## src/rtl/timekeeper_rtc.sv

```systemverilog
// Real-time clock: prescaler-driven seconds/minutes/hours/days cascade with set-load and alarm match.
// Fields and event pulses are registered (one cycle after the causing edge); no backpressure.
module timekeeper_rtc #(
  parameter int unsigned CLK_DIV = 6,
  parameter int unsigned DAY_W   = 16
) (
  input  logic             clk,
  input  logic             rst,
  input  logic             run,
  input  logic             set_valid,
  input  logic [4:0]       set_hours,
  input  logic [5:0]       set_minutes,
  input  logic [5:0]       set_seconds,
  input  logic             alarm_en,
  input  logic [4:0]       alarm_hours,
  input  logic [5:0]       alarm_minutes,
  output logic [5:0]       seconds,
  output logic [5:0]       minutes,
  output logic [4:0]       hours,
  output logic [DAY_W-1:0] days,
  output logic             sec_tick,
  output logic             min_tick,
  output logic             hour_tick,
  output logic             day_tick,
  output logic             alarm_pulse,
  output logic             set_err
);

  localparam int unsigned     PS_W    = (CLK_DIV > 1) ? $clog2(CLK_DIV) : 1;
  localparam logic [PS_W-1:0] PS_LAST = PS_W'(CLK_DIV - 1);

  logic [PS_W-1:0]  presc;
  logic             sec_evt;
  logic             set_ok;
  logic             sec_wrap;
  logic             min_wrap;
  logic             hour_wrap;
  logic             alarm_hit;
  logic [5:0]       sec_nxt;
  logic [5:0]       min_nxt;
  logic [4:0]       hour_nxt;
  logic [DAY_W-1:0] day_nxt;

  // Next-time values for a second event; the whole cascade resolves in one edge.
  always_comb begin
    sec_evt   = run && (presc == PS_LAST);
    set_ok    = (set_hours <= 5'd23) && (set_minutes <= 6'd59) && (set_seconds <= 6'd59);
    sec_wrap  = (seconds == 6'd59);
    min_wrap  = sec_wrap && (minutes == 6'd59);
    hour_wrap = min_wrap && (hours == 5'd23);
    sec_nxt   = sec_wrap ? 6'd0 : seconds + 6'd1;
    min_nxt   = minutes;
    if (sec_wrap) begin
      min_nxt = (minutes == 6'd59) ? 6'd0 : minutes + 6'd1;
    end
    hour_nxt = hours;
    if (min_wrap) begin
      hour_nxt = (hours == 5'd23) ? 5'd0 : hours + 5'd1;
    end
    day_nxt   = hour_wrap ? days + DAY_W'(1) : days;
    // Out-of-range targets can never equal a legal next time, but reject them explicitly.
    alarm_hit = alarm_en && (alarm_hours <= 5'd23) && (alarm_minutes <= 6'd59) &&
                (hour_nxt == alarm_hours) && (min_nxt == alarm_minutes) && (sec_nxt == 6'd0);
  end

  always_ff @(posedge clk) begin
    if (rst) begin
      presc       <= '0;
      seconds     <= '0;
      minutes     <= '0;
      hours       <= '0;
      days        <= '0;
      sec_tick    <= 1'b0;
      min_tick    <= 1'b0;
      hour_tick   <= 1'b0;
      day_tick    <= 1'b0;
      alarm_pulse <= 1'b0;
      set_err     <= 1'b0;
    end else begin
      sec_tick    <= 1'b0;
      min_tick    <= 1'b0;
      hour_tick   <= 1'b0;
      day_tick    <= 1'b0;
      alarm_pulse <= 1'b0;
      set_err     <= 1'b0;
      // A set request consumes the cycle: any coincident second event is dropped.
      if (set_valid) begin
        if (set_ok) begin
          presc   <= '0;
          seconds <= set_seconds;
          minutes <= set_minutes;
          hours   <= set_hours;
        end else begin
          set_err <= 1'b1;
        end
      end else if (run) begin
        if (sec_evt) begin
          presc       <= '0;
          seconds     <= sec_nxt;
          minutes     <= min_nxt;
          hours       <= hour_nxt;
          days        <= day_nxt;
          sec_tick    <= 1'b1;
          min_tick    <= sec_wrap;
          hour_tick   <= min_wrap;
          day_tick    <= hour_wrap;
          alarm_pulse <= alarm_hit;
        end else begin
          presc <= presc + PS_W'(1);
        end
      end
    end
  end

endmodule

```

## config.mk

```make
export PLATFORM = sky130hd
export DESIGN_NAME = timekeeper_rtc
export DESIGN_NICKNAME = d
export VERILOG_FILES = /design/src/rtl/timekeeper_rtc.sv
export SDC_FILE = /design/constraint.sdc
export NUM_CORES = 1
export LEC_CHECK = 0
export CORE_MARGIN = 5
export CORE_UTILIZATION = 44
export CTS_CLUSTER_SIZE = 8
export DETAILED_ROUTE_END_ITERATION = 8
export PLACE_DENSITY = 0.77
export SLEW_MARGIN = 0
export SYNTH_ARGS = -nofsm -noshare
export SYNTH_HDL_FRONTEND = slang
export SYNTH_SLANG_ARGS = --single-unit
```

## constraint.sdc

```tcl
create_clock -name clk -period 2.4 [get_ports clk]
set_input_delay 0.24 -clock clk [delete_from_list [all_inputs] [get_ports clk]]
set_output_delay 0.24 -clock clk [all_outputs]
set_load 0.01 [all_outputs]
```

Yosys cells after proc, flatten, opt, wreduce, memory -nomap -nowiden
Cells that the tools add are included.

operators by class
  $add $sub $neg = 5
  magnitude comparators = 5
  eq/ne operators = 7
  mux-type cells = 23
  bitwise logic cells = 3
  reduce and logical (&&, ||, !) cells = 19

operators by type and width
  operator                                                number
  two-way mux 6 bit                                       11
  two-way mux 5 bit                                       6
  less-or-equal comparator 6 bit (second input constant)  3
  adder 16 x 1 -> 16 bit (second input constant)          1
  adder 6 x 1 -> 6 bit (second input constant)            2
  == test 6 bit (second input constant)                   2
  two-way mux 3 bit                                       4
  less-or-equal comparator 5 bit (second input constant)  2
  logical AND 1 bit                                       10
  == test 6 bit                                           1
  zero test 6 bit                                         1
  adder 5 x 1 -> 5 bit (second input constant)            1
  == test 5 bit                                           1
  == test 5 bit (second input constant)                   1
  AND reduction 4 bit                                     1
  nonzero test 2 bit                                      2
  OR reduction 4 bit                                      1
  adder 3 x 1 -> 3 bit (second input constant)            1
  == test 3 bit (second input constant)                   1
  NOT 1 bit                                               3
  AND reduction 3 bit                                     1
  OR reduction 3 bit                                      1
  two-way mux 1 bit                                       2
  inequality test 2 x 1 -> 1 bit (second input constant)  1
  2 further kinds                                         2

storage, ports and cells
  bits in registers = 42
  input bits = 33
  output and inout bits = 39
  logic and storage cells = 73

Logic depth before layout (Yosys ltp)
Gate-level depths: netlist of the first run.

  depth after elaboration = 7
  gate-level depth with buffers = 10

Worst setup path after synthesis of the first run
No wires, ideal clock.

  path kind = register to register
  start point = reg seconds[0]
  end point = reg alarm_pulse
  arrival time = 2.334 ns
  path slack = 0.005 ns
  stages on the path, launching flop included = 11
  clock period less this slack = 2.395 ns
  cells stage by stage = dfxtp_1 -> ha_1 -> buf_4 -> nand2b_4 -> buf_6 -> nor4_4 -> buf_6 -> xnor2_1 -> a2111o_1 -> a2111oi_2 -> and4_1

on the way
  longest elaborated chain between the ends = 7
  elaborated cells on any way between the ends = 12
  those cells by class = 1 x add/sub; 3 x eq/ne; 3 x mux; 5 x reduce/logical

RTL lines
  element                                                       RTL line  source
  start: declaration                                            17        output logic [5:0] seconds,
  start signal: assignment                                      90        seconds <= set_seconds;
  start signal: assignment                                      99        seconds <= sec_nxt;
  branches (longest 6 deep; another with adder 6 x 1 -> 6 bit)  --
  logical AND 1 bit *                                           63        (hour_nxt == alarm_hours) && (min_nxt == alarm_minutes) && (sec_nxt == 6'd0);
  end signal: assignment                                        107       alarm_pulse <= alarm_hit;
  end: declaration                                              25        output logic alarm_pulse,

Every way passes the cells marked *.
A chain may end at the register's enable or synchronous reset.

Final worst setup path of the first run
  start point = reg minutes[1]
  end point = reg alarm_pulse

on the way
  longest elaborated chain between the ends = 7
  elaborated cells on any way between the ends = 11
  those cells by class = 1 x add/sub; 3 x eq/ne; 3 x mux; 4 x reduce/logical

RTL lines
  element                                                       RTL line  source
  start: declaration                                            18        output logic [5:0] minutes,
  start signal: assignment                                      91        minutes <= set_minutes;
  start signal: assignment                                      100       minutes <= min_nxt;
  branches (longest 5 deep; another with adder 6 x 1 -> 6 bit)  --
  logical AND 1 bit * (2 in series)                             63

Marks and branches as above.

==> results by group, run 1 <==
Run status
  • Outcome: complete, no violations

Clock network
  • CTS H-tree lvls: 2
  • Worst skew pair latency: about 0.3 ns
  • # hold bufs at CTS: 0
  • Max clock buf depth: 2
  • CTS buffer count: 5
  • Setup bufs post-CTS: 0
  • CTS root buf: clkbuf_8
  • Clock transition at path regs: 0.09 ns
  • Post-cts resize count: 0
  • CTS tree: yes
  • CTS sink count: 42

STA
  • Final hold slack: slightly above 0.5 ns
  • Final setup fails: 0
  • Final Cycle Share: 0.939
  • Final Hold Violating Endpoints: 0
  • Final clock skew: around 0.004 ns
  • Max-slew violation count: 0
  • Minimum clock period: roughly 2.3 ns
  • Max Freq: roughly 440 MHz
  • Worst-Margin Slew: around 0.47 ns
  • Relative slew slack: 0.686
  • Setup tns final: 0 ns
  • Unrepaired setup endpoints after global routing: no

Floorplan
  • Initial core utilization: 0.452
  • Core Box Area: ~0.0059 mm²
  • Die W: 88.0 µm
  • Die ar.: 0.00775 mm²
  • Die H: between 80 and 90 µm
  • Core Rows: 28
  • Io pins: 72

Synthesis
  • Synthesized area: 0.00268 mm²
  • Most frequent cell after synthesis: dfxtp_1
  • Count of different cell masters after synthesis: 60
  • Syn nets: about 370
  • Synth top area cells: dfxtp_1 31%, o21ai_0 4.7%, a21oi_1 4.5%
  • Yosys top cell by area: dfxtp_1
  • Top FF cell, synth: dfxtp_1
  • Top cell type's share of synthesized area: 0.314
  • Post-synthesis sequential area ratio: 0.314
  • #FFs+latches synth: 42
  • Commonest cells in the netlist: 42 x dfxtp_1, 30 x nor2_1, 25 x nand2_1, 25 x o21ai_0, 24 x a21oi_1
  • YS warnings: 0
  • Mapped Cells: 333
  • Mapped Avg Cell Area: around 8 µm²
  • Share of flip-flops with an asynchronous set or reset: 0
  • EDFF count, synth: 0

Detailed routing
  • DR WL/cell: 17.1 µm
  • Vias per cell: ~5.8
  • Vias: about 2900
  • Final WL: roughly 8500 µm
  • First-pass DRT Iterations: 4
  • DRC: 0
  • DRT iter0 DRCs: around 170
  • Detail Route Antenna Nets: 0

Layout
  • Ant diodes: 0
  • Core Util, Final: 0.624
  • Layout cells sized above 1: 0.121
  • Final Cell Area: around 0.0037 mm²
  • Nets@finish: between 400 and 500
  • Area Growth Syn to Fin: 38.0%
  • Fin cells: 497

Critical path
  • CP required: 2.65 ns
  • Register-to-Register Path Depth: 8
  • Worst setup path end: alarm_pulse
  • Arrival time at the worst endpoint: between 2 and 3 ns
  • Worst r2r dst: alarm_pulse
  • Flop2flop setup slack: 0.15 ns
  • Worst-path cell with the longest stage delay: a2111o_1
  • Startpoint Class: register
  • Critical Path, Cell by Cell: ha_1, nand3b_2, nor4_4, buf_12, xnor2_1, a2111o_1, a2111oi_2, and4_1
  • RR Startpoint: minutes[1]
  • Critical Path Sink Type: register
  • Critical Path Source: minutes[1]
  • Crit path kind: register to register
  • Crit-path max FO: 11
  • CP max stage delay: between 0.4 and 0.5 ns

Placed design
  • Placed Area: approximately 0.0036 mm²
  • Detailed Place HPWL: 6420 µm
  • GP Congestion: around 0.94
  • Port buffer count: 71
  • Placed cells: just under 500

Pwr
  • Psw: around 0.00046 W
  • Internal power: 0.00109 W
  • Leakage: roughly 1.3 nW
  • Power per standard cell area: between 400 and 500 mW/mm²
  • Clk pwr share: 0.318
  • Combinational fraction of design power: 0.208
  • Reg power frac: 0.474
  • Switching Fraction: 0.299
  • Peak supply drop: approximately 250 µV

GRT
  • Initial antenna violation count: 0
  • First-pass GRT wire length: about 14000 µm
  • GRT overflow: 0
  • Tot GR Track Use: 0.222
  • Largest net degree at the start of global routing: 41
  • Vias in the first global route: ~2700

Job
  • Max-cap check violation count: 0

Min path
  • HP Class: register to register
[kinds of logic after synthesis]
logic type / count (synthesis) / synth area share
buffers and inverters: 33 / 0.0631
xor gates and xnor gates: 19 / 0.0621
muxes: 11 / 0.0411
and+or+nand+nor: 132 / 0.276
DFF: 42 / 0.314
adders and majority gates: 7 / 0.0327
AOI/OAI and AO/OA: 89 / 0.211
[worst min path at each step]
stage	from	cells past startpoint	end
finish	days[11]	2	days[11]
global route	days[14]	2	days[14]
CTS	days[11]	2	days[11]
detailed placement	days[11]	2	days[11]
global placement	days[14]	2	days[14]
floorplan	set_hours[3]	2	set_err
[metrics by stage]
stage               power (W)  setup slack, ns
floorplan            0.000907          0.00498
global placement      0.00106            0.239
detailed placement    0.00107            0.158
CTS                   0.00156            0.132
global route          0.00162          0.00825
finish                0.00155            0.147
[placed cells by master (no fill, tap or decap), drive strengths merged, types with 2 or more instances in the layout]
cell	count
o31ai	4
nor2	30
a31oi	5
clkbuf	5
buf	31
and3	5
o221ai	3
o41ai	2
nand3	12
nand4b	4
ha	7
or3	11
clkdlybuf4s50	71
nand2b	3
o211ai	8
dfxtp	42
a211oi	5
and4	2
nand4	10
and2	6
nor4	4
a221oi	2
o21ai	25
a21oi	24
nor3	8
inv	12
xor2	7
mux2i	11
nand2	26
or4	2
nand3b	2
a22oi	3
clkinvlp	2
xnor2	12
[flip-flops by register name, summed over array words and instances, names as in the netlist]
name         count
days            16
hours            5
min_tick         1
alarm_pulse      1
hour_tick        1
set_err          1
presc            3
minutes          6
day_tick         1
sec_tick         1
seconds          6
[metal layers]
metal | up-vias | global-route usage | part of all wire
met1 | 1348 | 0.299 | 0.45
met2 | 138 | 0.365 | 0.46
met5 | - | 0 | 0
li1 | 1399 | - | -
met4 | 0 | 0.0604 | 0.017
met3 | 11 | 0.0386 | 0.079
[power by group through the flow]
stage / clock network, W / registers, W / logic [W]
after floorplan: 0 / 0.000759 / 0.000148
after global placement: 0 / 0.000748 / 0.000316
after detailed placement: 0 / 0.000750 / 0.000319
after CTS: 0.000506 / 0.000733 / 0.000321
after global routing: 0.000537 / 0.000736 / 0.000348
final: 0.000492 / 0.000733 / 0.000322
[worst max-delay path: cells and delay by family (launching register included)]
family / cells / cell delay [ns]
xor gates and xnor gates: 1 / 0.07
AOI/OAI and AO/OA: 2 / 0.73
adders and majority gates: 1 / 0.22
and+or+nand+nor: 3 / 0.61
buffers and inverters: 1 / 0.17
DFF: 1 / 0.41
[final cells by class]
type | count | area [µm²]
well taps | 75 | 93.8
clock buffers | 5 | 68.8
clock inverters | 3 | 23.8
inverters | 12 | 45.0
multi-input cells | 258 | 1670
fillers | 526 | 2220
repair buffers | 102 | 956
flip-flops and latches | 42 | 841
(Power assumes the default switching activity.)
==> run 2: changes to the inputs <==
--- a/config.mk
+++ b/config.mk
@@ -10,6 +10,7 @@
 export CTS_CLUSTER_SIZE = 8
 export DETAILED_ROUTE_END_ITERATION = 8
 export PLACE_DENSITY = 0.77
+export SETUP_SLACK_MARGIN = 0.4
 export SLEW_MARGIN = 0
 export SYNTH_ARGS = -nofsm -noshare
 export SYNTH_HDL_FRONTEND = slang
==> run 2 against run 1 <==
Critical path depth did not move. Cell count rose by 0.80%. Critical endpoint unchanged. Utilization rose by 2.9 points. Die area did not move. Sequential cell count did not move. Total power fell by 0.13%. Largest power group unchanged. Worst hold slack got worse by 0.0024 ns.
==> results by group, run 2 (synthesis results as in run 1) <==
STA
  • Setup tns final: 0 ns (unchanged)
  • Max Freq: 489 MHz (+10%)
  • Worst-Margin Slew: 0.443 ns (-0.0233 ns)
  • Final Cycle Share: 0.852 (-0.0873)
  • Final setup fails: 0 (unchanged)
  • Final Hold Violating Endpoints: 0 (unchanged)
  • Relative slew slack: 0.704 (+0.0184)
  • Minimum clock period: 2.04 ns (-0.209 ns)
  • Unrepaired setup endpoints after global routing: yes
  • Final clock skew: 0.00505 ns (+0.00114 ns)
  • Max-slew violation count: 0 (unchanged)

Layout
  • Commonest non-fill, non-tap cell in the layout: clkdlybuf4s50_1
  • Fillers: 525 (-0.19%)
  • Area Growth Syn to Fin: 44.4%
  • Layout cells sized above 1: 0.181 (+0.0599)
  • Largest register FFs: 16 (unchanged)
  • Ant diodes: 0 (unchanged)
  • Core Util, Final: 0.653 (+0.0290)
  • Biggest regs: days: 16 flops, minutes: 6 flops, seconds: 6 flops
  • Commonest non-fill, non-tap cells in the layout: 71 x clkdlybuf4s50_1, 33 x dfxtp_1, 31 x buf_4
  • Nets@finish: 465 (+0.87%)
  • Largest Register: days
  • Final Cell Area: 0.00387 mm² (+4.6%)

Critical path
  • Critical Path Sink Type: register
  • Crit-path max FO: 5 (-6)
  • Critical Path Source: seconds[1]
  • RR Startpoint: seconds[1]
  • Arrival time at the worst endpoint: 2.23 ns (-0.28 ns)
  • Crit path kind: register to register
  • CP required: 2.58 ns (-0.07 ns)
  • Startpoint Class: register

Job
  • Max-cap check violation count: 0 (unchanged)

Detailed routing
  • Wl on met1: 3830 µm (+0.55%)
  • First-pass DRT Iterations: 5 (+1)
  • Met3 WL: 676 µm (+0.75%)
  • Vias per cell: 5.82 (about the same)
  • DRT iter0 DRCs: 192 (+16%)
  • DRC: 0 (unchanged)
  • DR WL/cell: 17.3 µm (+1.3%)
  • Vias: 2918 (+0.76%)
  • Final WL: 8670 µm (+2.1%)
  • Detail Route Antenna Nets: 0 (unchanged)
  • Uppermost layer routed: met4
  • Met2 WL: 4080 µm (+5.4%)

Clock network
  • CTS sink count: 42 (unchanged)
  • Worst skew pair latency: 0.29 ns (about the same)
  • CTS root buf: clkbuf_8
  • # hold bufs at CTS: 0 (unchanged)
  • CTS H-tree lvls: 2 (unchanged)
  • Clock transition at path regs: 0.08 ns (about the same)
  • Max clock buf depth: 2 (unchanged)
  • CTS tree: yes
  • CTS buffer count: 5 (unchanged)

Floorplan
  • Die H: 88.0 µm (unchanged)
  • Initial core utilization: 0.452 (unchanged)
  • Die ar.: 0.00775 mm² (unchanged)
  • Core Box Area: 0.00592 mm² (unchanged)
  • Core Rows: 28 (unchanged)
  • Io pins: 72 (unchanged)
  • Die W: 88.0 µm (unchanged)

GRT
  • GRT overflow: 0 (unchanged)
  • First-pass GRT wire length: 13900 µm (+3.2%)
  • Largest net degree at the start of global routing: 41 (unchanged)
  • Tot GR Track Use: 0.224 (+0.00243)
  • Vias in the first global route: 2833 (+4.8%)
  • Initial antenna violation count: 0 (unchanged)

Pwr
  • Peak supply drop: 253 µV (+0.48%)
  • Leakage: 1.36 nW (+4.7%)
  • Power per standard cell area: 400 mW/mm² (-4.6%)

Placed design
  • Placed Area: 0.00358 mm² (-0.76%)
  • GP Congestion: 0.920 (-2.6%)
  • Detailed Place HPWL: 6180 µm (-3.7%)
  • Port buffer count: 71 (unchanged)

Min path
  • HP Class: register to register
  • Min-delay src: days[11]

Run status
  • Outcome: complete, no violations
run 2: worst max-delay path, cell delays in order, from the launching register on:
cell,delay (ns)
dfxtp_4,0.36
ha_4,0.17
nand2b_4,0.08
nor4_4,0.33
buf_6,0.18
nand3_2,0.11
and3_1,0.19
o311a_1,0.32
and4_1,0.18
run 2: worst paths after layout:
path / slack (ns) / endpoint / cells past startpoint
setup / recovery: 0.36 / alarm_pulse / 8
hold / removal: 0.52 / days[11] / 2
setup reg to reg: 0.36 / alarm_pulse / 8
hold reg to reg: 0.52 / days[11] / 2
run 2: timing repair:
| action | in CTS | in global routing |
|---|---|---|
| setup buffers | 13 | 1 |
| cloned | 1 | 0 |
| gates resized for setup | 8 | 15 |
| endpoints found under the setup margin | 11 | 15 |
| pin swaps | 4 | 7 |
run 2: cell type report:
| class | instances | area, µm² | share of cell area |
|---|---|---|---|
| clock inverters | 1 | 5.00 | 0.00129 |
| clock buffers | 7 | 86.3 | 0.0223 |
| flip-flops and latches | 42 | 862 | 0.223 |
| repair buffers | 106 | 997 | 0.258 |
| well taps | 75 | 93.8 | 0.0243 |
| inverters | 12 | 45.0 | 0.0116 |
| multi-input cells | 258 | 1780 | 0.460 |
run 2: stage by stage:
| step | hold WS (ns) | worst slack (ns) | std cells | power, W |
|---|---|---|---|---|
| finish | 0.517 | 0.356 | 501 | 0.00155 |
| floorplan | 0.429 | 0.395 | 333 | 0.000914 |
| global route | 0.534 | 0.232 | 501 | 0.00162 |
| global placement | 0.485 | 0.304 | 478 | 0.00106 |
| detailed placement | 0.498 | 0.263 | 478 | 0.00106 |
| CTS | 0.512 | 0.389 | 500 | 0.00155 |
run 2: power by group:
part | switching (W) | internal [W] | leakage (nW)
registers | 0.0000281 | 0.000715 | 0.346
clock network | 0.000244 | 0.000233 | 0.0482
logic | 0.000156 | 0.000170 | 0.964
run 2: metal layers:
metal  up-vias  GRT usage
met5         -          0
met4         0     0.0467
met3         8     0.0489
met2       112      0.369
met1      1388      0.303
li1       1410          -
==> run 3: changes to the inputs <==
--- a/config.mk
+++ b/config.mk
@@ -5,7 +5,7 @@
 export SDC_FILE = /design/constraint.sdc
 export NUM_CORES = 1
 export LEC_CHECK = 0
-export CORE_MARGIN = 5
+export CORE_MARGIN = 1.5
 export CORE_UTILIZATION = 44
 export CTS_CLUSTER_SIZE = 8
 export DETAILED_ROUTE_END_ITERATION = 8
==> run 3 against run 2 <==
Sequential power about the same. Utilization rose by 0.60 points. Global-route usage grew 4.4 points. Via count is 3.7% higher. Critical endpoint unchanged.
==> results by group, run 3 (synthesis results as in run 1) <==
Critical path
  • CP required: 2.65 ns (+0.07 ns)
  • RR Startpoint: seconds[0]
  • Critical Path Sink Type: register
  • Worst-path cell with the longest stage delay: a2111o_1
  • Startpoint Class: register
  • Critical Path Source: seconds[0]
  • CP max stage delay: 0.39 ns (+0.03 ns)
  • Crit path kind: register to register
  • Crit-path max FO: 6 (+1)
  • Critical Path, Cell by Cell: ha_4, nand2b_4, nor4_4, buf_4, mux2i_1, a2111o_1, a2111oi_2, and4_1
  • Arrival time at the worst endpoint: 2.29 ns (+0.06 ns)

STA
  • Max-slew violation count: 0 (unchanged)
  • Setup tns final: 0 ns (unchanged)
  • Max Freq: 490 MHz (+0.11%)
  • Unrepaired setup endpoints after global routing: yes
  • Final hold slack: 0.518 ns (+0.00102 ns)
  • Worst-Margin Slew: 0.437 ns (-0.00628 ns)
  • Final setup fails: 0 (unchanged)
  • Relative slew slack: 0.709 (+0.00418)
  • Final Cycle Share: 0.851 (-0.000892)
  • Final clock skew: 0.00399 ns (-0.00106 ns)
  • Minimum clock period: 2.04 ns (-0.00214 ns)
  • Final Hold Violating Endpoints: 0 (unchanged)

Layout
  • Commonest non-fill, non-tap cells in the layout: 71 x clkdlybuf4s50_1, 33 x dfxtp_1, 29 x buf_4
  • Final Cell Area: 0.00388 mm² (+0.32%)
  • Area Growth Syn to Fin: 44.9%
  • Layout cells sized above 1: 0.201 (+0.0207)
  • Largest Register: days
  • Fillers: 504 (-4.0%)
  • Ant diodes: 0 (unchanged)
  • Largest register FFs: 16 (unchanged)
  • Biggest regs: days: 16 flops, minutes: 6 flops, seconds: 6 flops
  • Commonest non-fill, non-tap cell in the layout: clkdlybuf4s50_1
  • Nets@finish: 466 (+0.22%)

GRT
  • Largest net degree at the start of global routing: 41 (unchanged)
  • Initial antenna violation count: 0 (unchanged)
  • GRT overflow: 0 (unchanged)
  • Tot GR Track Use: 0.268 (+0.0442)
  • Vias in the first global route: 2817 (-0.56%)
  • First-pass GRT wire length: 13600 µm (-2.3%)

Floorplan
  • Io pins: 72 (unchanged)
  • Die W: 81.0 µm (-8.0%)
  • Die ar.: 0.00656 mm² (-15%)
  • Core Rows: 28 (unchanged)
  • Core Box Area: 0.00589 mm² (-0.59%)
  • Initial core utilization: 0.455 (+0.00269)
  • Die H: 81.0 µm (-8.0%)

Clock network
  • CTS tree: yes
  • CTS H-tree lvls: 2 (unchanged)
  • Max clock buf depth: 2 (unchanged)
  • Clock transition at path regs: 0.08 ns (about the same)
  • Worst skew pair latency: 0.30 ns (about the same)
  • CTS sink count: 42 (unchanged)
  • CTS buffer count: 5 (unchanged)
  • # hold bufs at CTS: 0 (unchanged)
  • CTS root buf: clkbuf_8

Placed design
  • Placed Area: 0.00357 mm² (-0.14%)
  • Port buffer count: 71 (unchanged)
  • GP Congestion: 0.945 (+2.7%)
  • Detailed Place HPWL: 6000 µm (-3.0%)

Pwr
  • Internal power: 0.00109 W (-2.8%)
  • Total Power: 0.00153 W (-0.91%)
  • Combinational fraction of design power: 0.213 (+0.002)
  • Peak supply drop: 326 µV (+29%)
  • Power per standard cell area: 395 mW/mm² (-1.2%)
  • Leakage: 1.35 nW (-0.28%)
  • Clk pwr share: 0.304 (-0.004)
  • Switching Fraction: 0.291 (+0.0140)
  • Reg power frac: 0.483 (+0.002)
  • Psw: 0.000446 W (+4.1%)

Job
  • Max-cap check violation count: 0 (unchanged)

Detailed routing
  • DR WL/cell: 17.3 µm (about the same)
  • DRT iter0 DRCs: 364 (+90%)
  • First-pass DRT Iterations: 5 (unchanged)
  • Vias per cell: 6.03 (+3.5%)
  • Final WL: 8680 µm (+0.21%)
  • Vias: 3026 (+3.7%)
  • DRC: 0 (unchanged)
  • Detail Route Antenna Nets: 0 (unchanged)

Min path
  • Min-delay src: days[11]
  • HP Class: register to register

Run status
  • Outcome: complete, no violations
[run 3: cell count changes in the layout (fill, tap and decap cells not counted), sizes merged]
cell,before,now
clkbuf,7,6
clkinvlp,0,1
nand3,12,13
[run 3: critical path, delay by kind of cell, from the launching register on]
family                   cells  cell delay, ns
AO/OA/AOI/OAI                2            0.59
adder cells (fa/ha/maj)      1            0.17
buffers and inverters        1            0.19
flip-flops                   1            0.36
multiplexers                 1            0.07
AND/OR/NAND/NOR              3            0.61
[run 3: metrics by stage]
step	utilization	cells	worst slack (ns)
finish	0.659	502	0.359
global route	0.659	502	0.250
CTS	0.636	495	0.380
detailed placement	0.607	479	0.121
global placement	0.607	479	0.209
floorplan	-	333	0.395
[run 3: power by group through the flow]
stage | Clock [W] | Sequential [W] | Combinational, W
after global placement | 0 | 0.000756 | 0.000302
after global routing | 0.000503 | 0.000744 | 0.000351
after detailed placement | 0 | 0.000757 | 0.000304
after CTS | 0.000472 | 0.000738 | 0.000317
final | 0.000466 | 0.000740 | 0.000326
after floorplan | 0 | 0.000761 | 0.000153
[run 3: final cells by class]
type                            count  area [µm²]  share of cell area
Clock buffer                        6        72.6              0.0187
Tap cell                           75        93.8              0.0242
Inverter                           12        48.8              0.0126
Timing Repair Buffer              106         996               0.257
Multi-Input combinational cell    259        1790               0.462
Clock inverter                      2        13.8             0.00355
Sequential cell                    42         862               0.222
[run 3: per-layer routing]
layer | global-route usage | wire length [µm] | vias to the layer above | part of all wire
met5 | 0 | 0 | - | 0
met4 | 0.0759 | 226 | 0 | 0.026
met3 | 0.0730 | 703 | 26 | 0.081
met2 | 0.453 | 4140 | 157 | 0.48
met1 | 0.334 | 3610 | 1428 | 0.42
li1 | - | - | 1415 | -
[run 3: what timing repair did]
action / in CTS / in global routing
gates resized for setup: 8 / 24
cloned: 0 / 1
pin swaps: 3 / 7
setup endpoints to repair: 18 / 15
setup buffers: 8 / 6
[run 3: worst paths after layout]
kind / endpoint / slack, ns / cells after the start
worst max-delay path: alarm_pulse / 0.36 / 8
worst min-delay path: days[11] / 0.52 / 2
worst max register to register: alarm_pulse / 0.36 / 8
worst min register to register: days[11] / 0.52 / 2
